## src/rtl/adc_pkg.sv

```systemverilog
// Shared definitions for the SAR ADC sequencing controller: FSM encoding and
// default phase lengths.
package adc_pkg;

  typedef enum logic [2:0] {
    ST_IDLE   = 3'd0,
    ST_INIT   = 3'd1,
    ST_SAMP   = 3'd2,
    ST_COMP   = 3'd3,
    ST_UPDATE = 3'd4,
    ST_DONE   = 3'd5
  } state_t;

  localparam int NBITS_DEF    = 16;
  localparam int T_SAMP_DEF   = 4;
  localparam int T_COMP_DEF   = 2;
  localparam int T_UPDATE_DEF = 1;
  localparam int TIMER_W      = 8;

endpackage

```

## src/rtl/adc_phase_timer.sv

```systemverilog
// Loadable down-counter; tc is high on the last cycle of a phase
// (count has reached zero).
module adc_phase_timer #(
  parameter int W = 8
) (
  input  logic         clk,
  input  logic         rst,
  input  logic         load,
  input  logic [W-1:0] load_val,
  output logic         tc
);

  logic [W-1:0] count;

  always_ff @(posedge clk or posedge rst) begin
    if (rst) begin
      count <= '0;
    end else if (load) begin
      count <= load_val;
    end else if (count != '0) begin
      count <= count - W'(1);
    end
  end

  assign tc = (count == '0);

endmodule

```

## src/rtl/adc_seqctrl.sv

```systemverilog
// SAR ADC sequencer: drives init/samp/comp/update phases, assembles serial
// comparator decisions MSB first and hands the word out through a holding register.
module adc_seqctrl
  import adc_pkg::*;
#(
  parameter int NBITS    = NBITS_DEF,
  parameter int T_SAMP   = T_SAMP_DEF,
  parameter int T_COMP   = T_COMP_DEF,
  parameter int T_UPDATE = T_UPDATE_DEF
) (
  input  logic             clk,
  input  logic             rst,
  input  logic             start,
  output logic             busy,
  output logic             seq_init,
  output logic             seq_samp,
  output logic             seq_comp,
  output logic             seq_update,
  input  logic             comp_out,
  output logic [NBITS-1:0] result,
  output logic             result_valid,
  input  logic             result_ready,
  output logic             overrun
);

  localparam int IW = (NBITS > 1) ? $clog2(NBITS) : 1;
  localparam logic [TIMER_W-1:0] LD_SAMP = TIMER_W'(T_SAMP - 1);
  localparam logic [TIMER_W-1:0] LD_COMP = TIMER_W'(T_COMP - 1);
  localparam logic [TIMER_W-1:0] LD_UPD  = TIMER_W'(T_UPDATE - 1);

  // Result handshake: a word transfers on a rising edge where
  // result_valid && result_ready; result is held stable while result_valid.
  state_t             state, next_state;
  logic               tmr_load, tmr_tc;
  logic [TIMER_W-1:0] tmr_val;
  logic [IW-1:0]      idx;
  logic [NBITS-1:0]   sar;

  adc_phase_timer #(.W(TIMER_W)) u_timer (
    .clk      (clk),
    .rst      (rst),
    .load     (tmr_load),
    .load_val (tmr_val),
    .tc       (tmr_tc)
  );

  always_ff @(posedge clk or posedge rst) begin
    if (rst) state <= ST_IDLE;
    else     state <= next_state;
  end

  always_comb begin
    next_state = state;
    tmr_load   = 1'b0;
    tmr_val    = '0;
    case (state)
      ST_IDLE: if (start) begin
        next_state = ST_INIT;
        tmr_load   = 1'b1;
      end
      ST_INIT: begin
        next_state = ST_SAMP;
        tmr_load   = 1'b1;
        tmr_val    = LD_SAMP;
      end
      ST_SAMP: if (tmr_tc) begin
        next_state = ST_COMP;
        tmr_load   = 1'b1;
        tmr_val    = LD_COMP;
      end
      // The final decision goes straight to DONE; no update follows it.
      ST_COMP: if (tmr_tc) begin
        tmr_load = 1'b1;
        if (idx == '0) begin
          next_state = ST_DONE;
        end else begin
          next_state = ST_UPDATE;
          tmr_val    = LD_UPD;
        end
      end
      ST_UPDATE: if (tmr_tc) begin
        next_state = ST_COMP;
        tmr_load   = 1'b1;
        tmr_val    = LD_COMP;
      end
      ST_DONE:  next_state = ST_IDLE;
      default:  next_state = ST_IDLE;
    endcase
  end

  // Phase outputs are registered from next_state so they align with the state register.
  always_ff @(posedge clk or posedge rst) begin
    if (rst) begin
      seq_init     <= 1'b0;
      seq_samp     <= 1'b0;
      seq_comp     <= 1'b0;
      seq_update   <= 1'b0;
      busy         <= 1'b0;
      idx          <= '0;
      sar          <= '0;
      result       <= '0;
      result_valid <= 1'b0;
      overrun      <= 1'b0;
    end else begin
      seq_init   <= (next_state == ST_INIT);
      seq_samp   <= (next_state == ST_SAMP);
      seq_comp   <= (next_state == ST_COMP);
      seq_update <= (next_state == ST_UPDATE);
      busy       <= (next_state != ST_IDLE);
      overrun    <= 1'b0;

      if (state == ST_INIT) begin
        idx <= IW'(NBITS - 1);
        sar <= '0;
      end
      if (state == ST_COMP && tmr_tc) sar[idx] <= comp_out;
      if (state == ST_UPDATE && tmr_tc) idx <= idx - IW'(1);

      if (state == ST_DONE) begin
        if (!result_valid || result_ready) begin
          result       <= sar;
          result_valid <= 1'b1;
        end else begin
          overrun <= 1'b1;
        end
      end else if (result_valid && result_ready) begin
        result_valid <= 1'b0;
      end
    end
  end

endmodule

```

## config.mk

```make
export PLATFORM = sky130hd
export DESIGN_NAME = adc_seqctrl
export DESIGN_NICKNAME = d
export VERILOG_FILES = /design/src/rtl/adc_pkg.sv /design/src/rtl/adc_phase_timer.sv /design/src/rtl/adc_seqctrl.sv
export SDC_FILE = /design/constraint.sdc
export NUM_CORES = 1
export LEC_CHECK = 0
export CAP_MARGIN = 10
export CORE_UTILIZATION = 35
export CTS_CLUSTER_SIZE = 16
export DETAILED_ROUTE_END_ITERATION = 12
export PLACE_DENSITY_LB_ADDON = 0.08
export SYNTH_ARGS = -nofsm -noshare
export SYNTH_HDL_FRONTEND = slang
export SYNTH_SLANG_ARGS = --single-unit
```

## constraint.sdc

```tcl
create_clock -name clk -period 2.6 [get_ports clk]
set_input_delay 0.26 -clock clk [delete_from_list [all_inputs] [get_ports clk]]
set_output_delay 0.26 -clock clk [all_outputs]
set_load 0.005 [all_outputs]
```

==> run summary <==
Outcome - complete, no violations
Setup bufs post-CTS - 0
Total power - 1.42 mW
Post-Place Cells - 348
Clock Tree Root - clkbuf_8
Worst-skew pair later-pin latency - 310 ps
Nets@finish - 270
Post-detailed-route count of antenna-violating nets - 0
Largest family of logic cells by synthesized area - simple AND/OR/NAND/NOR gates
Final Non-Filler Cells - 356
Worst-path clk slew - 100 ps
TritonCTS clock tree - yes
Final setup viols - 0
Most common cell after layout, fill and taps aside - dfrtp_1
CP max FO - 15
Hold/Removal Path Class - input port to asynchronous set/reset pin
Synthesized-area fraction occupied by adder cells - 2.95%
IO Pins - 28
CP Cell Sequence - inv_1, ha_1, or4b_4, nor3_4, nand3_1, mux2i_1
Die Wd - 87.3 microns
Largest stage delay, worst path - 530 ps
Clk sink count - 54
DRC marker count from the first detailed-route iteration - 104
Simple-gate share of the synthesized area - 19.6%
Vias in the first global route - 1,724
Avg Cell Area, Syn - 10.9 sq um
Share of cells above drive strength 1 - 13.1%
Detailed placer's ending HPWL - 3.29 mm
Unique cell type count in the Yosys netlist - 40
Worst slack at placement - 281 ps
GP Congestion - 0.791
Total of max-cap violations - 0
Via count - 1,774
Setup ws final - 263 ps
Xor and xnor area share after synthesis - 0.344%
Die H - 87.3 microns
DRC Markers - 0
CTS Buffer Depth - 2
H-tree Lvls - 2
Synth warn - 0
Total length of routed wires - 4.88 mm
Ant. Diodes - 0
Clk_skew - 7.82 ps
CTS Buf Count - 5
Worst vdd ir - 0.000164 V
Max frequency - 428 MHz
R2R cell count - 6
Slew Limit Fails - 0
Post-synth EDFFs - 0
Synth Area in Compound Gates - 6.83%
GRT Util Overall - 14.2%
Fill cells - 709
Cells after synthesis - 233
Post-synthesis async set-or-reset flop share - 100%
Ys flop type - dfrtp_1
Port bufs - 27
Setup Crit Path Kind - register to register
Max_slew headroom - 62.3%
Data required time of the critical path - 2780 ps
Min Tclk post-route - 2340 ps
Unrepaired setup endpoints after global routing - no
TritonRoute pass-1 iters - 4
Levels on crit path - 6
First-pass GRT wire length - 8.34 mm
Pleak - 1.48 nW
Buffer and inverter count on the worst path - 1
Most frequent cells in the layout - 54 x dfrtp_1, 27 x clkdlybuf4s50_1, 24 x nand2_1
Largest net degree at the start of global routing - 55
CP Capture Type - register
GR Overflow Total - 0
Sequential fraction of the synthesis area - 53.0%
Setup tns final - 0 ps
Post-synthesis mux area share - 14.1%
Synthesis-stage register bit count - 54
Post-CTS sizing - 0
Crit path launch type - register
Mean number of vias per cell - 4.98
Slowest cell on the critical path - or4b_4
Area after DPL - 2930 sq um
Pwr Density - 470 nW/um^2
Area grow syn2layout - 19.0%
# hold bufs at CTS - 0
Worst slew pin tran - 564 ps
Starting Density - 36.9%
Routed len/inst - 13.7 microns
Total core area - 6910 sq um
Design Area, Final - 3030 sq um
Syn_nets - 244
Hold Fails Final Rpt - 0
Initial antenna violation count - 0
Die footprint - 7620 sq um
Fin crit share - 89.9%
Top Family by Delay on Critical Path - simple AND/OR/NAND/NOR gates
Post-synthesis cell area - 2550 sq um
Number of cell rows - 30
CP arrival - 2510 ps
==> state kept, by name (all words and copies together), names as in the netlist <==
name / flops
result: 16
sar: 16
u_timer.count: 8
idx: 4
state: 3
busy: 1
overrun: 1
result_valid: 1
seq_comp: 1
seq_init: 1
seq_samp: 1
seq_update: 1
==> logic make-up (layout without fill, tap and decap cells) <==
logic type | Yosys count | after routing
AOI/OAI and AO/OA | 28 | 28
xor gates and xnor gates | 1 | 1
adders and majority gates | 6 | 6
buffers and inverters | 18 | 45
DFF | 54 | 54
muxes | 34 | 34
and+or+nand+nor | 92 | 92
==> synth_stat cells (2+ instances only) <==
| cell type | n | share of area [%] |
|---|---|---|
| a21boi_0 | 2 | 0.59 |
| or3_1 | 2 | 0.49 |
| a31oi_1 | 2 | 0.49 |
| a21oi_1 | 7 | 1.4 |
| mux2_2 | 16 | 7.1 |
| nor3_1 | 6 | 1.2 |
| o31ai_1 | 2 | 0.59 |
| nand3b_1 | 3 | 0.88 |
| nor2_1 | 14 | 2.1 |
| buf_2 | 2 | 0.39 |
| nand3_1 | 17 | 3.3 |
| dfrtp_1 | 54 | 53 |
| a211oi_1 | 4 | 1.2 |
| nand2_1 | 24 | 3.5 |
| nor2b_1 | 3 | 0.74 |
| or4_1 | 3 | 0.88 |
| mux2i_1 | 18 | 7.1 |
| inv_1 | 6 | 0.88 |
| clkbuf_1 | 8 | 1.2 |
| nand2b_1 | 4 | 0.98 |
| o21ai_0 | 8 | 1.6 |
| ha_1 | 6 | 2.9 |
| and3_1 | 2 | 0.49 |
| nand4_1 | 4 | 0.98 |
==> power by group <==
| group | switching (mW) | total, mW | internal [mW] |
|---|---|---|---|
| Clock | 0.279 | 0.523 | 0.245 |
| Combinational | 0.0276 | 0.0436 | 0.0160 |
| Sequential | 0.00602 | 0.857 | 0.851 |
==> metrics by stage <==
step	util, %	hold slack [ps]
floorplan	-	427
global placement	42.4	486
detailed placement	42.4	494
CTS	43.9	322
global route	43.9	333
finish	43.9	306
==> path summary, 6_finish.rpt <==
path,slack [ps],startpoint,to
max,260,u_timer.count[0]$_DFFE_PP0P_,sar[3]$_DFF_PP0_
min,310,rst,overrun$_DFF_PP0_
max reg2reg,260,u_timer.count[0]$_DFFE_PP0P_,sar[3]$_DFF_PP0_
min reg2reg,510,result[12]$_DFFE_PP0P_,result[12]$_DFFE_PP0P_
max in group asynchronous,2040,rst,u_timer.count[7]$_DFFE_PP0P_
min in group clk,510,result[12]$_DFFE_PP0P_,result[12]$_DFFE_PP0P_
==> area by class of cell <==
class                   count  area, sq um  share of cell area, %
clock buffers               7         96.3                   3.18
multi-input cells         161         1120                   36.9
inverters                   6         22.5                  0.743
well taps                  96          120                   3.96
clock inverters             1         8.76                  0.289
flip-flops and latches     54         1350                   44.6
repair buffers             31          313                   10.3
==> worst reg2reg max path: stages (launching register included) <==
cell	delay, ps
dfrtp_1	440
inv_1	90
ha_1	230
or4b_4	530
nor3_4	530
nand3_1	230
mux2i_1	160
==> per-layer routing <==
metal / vias to the layer above / GRT usage, % / share of wire, %
met3: 4 / 3.13 / 3.0
met2: 26 / 21.2 / 43
met5: - / 0 / 0
li1: 883 / - / -
met4: 0 / 4.47 / 1.2
met1: 861 / 20.4 / 53
Power figures use the tool's default switching activity.
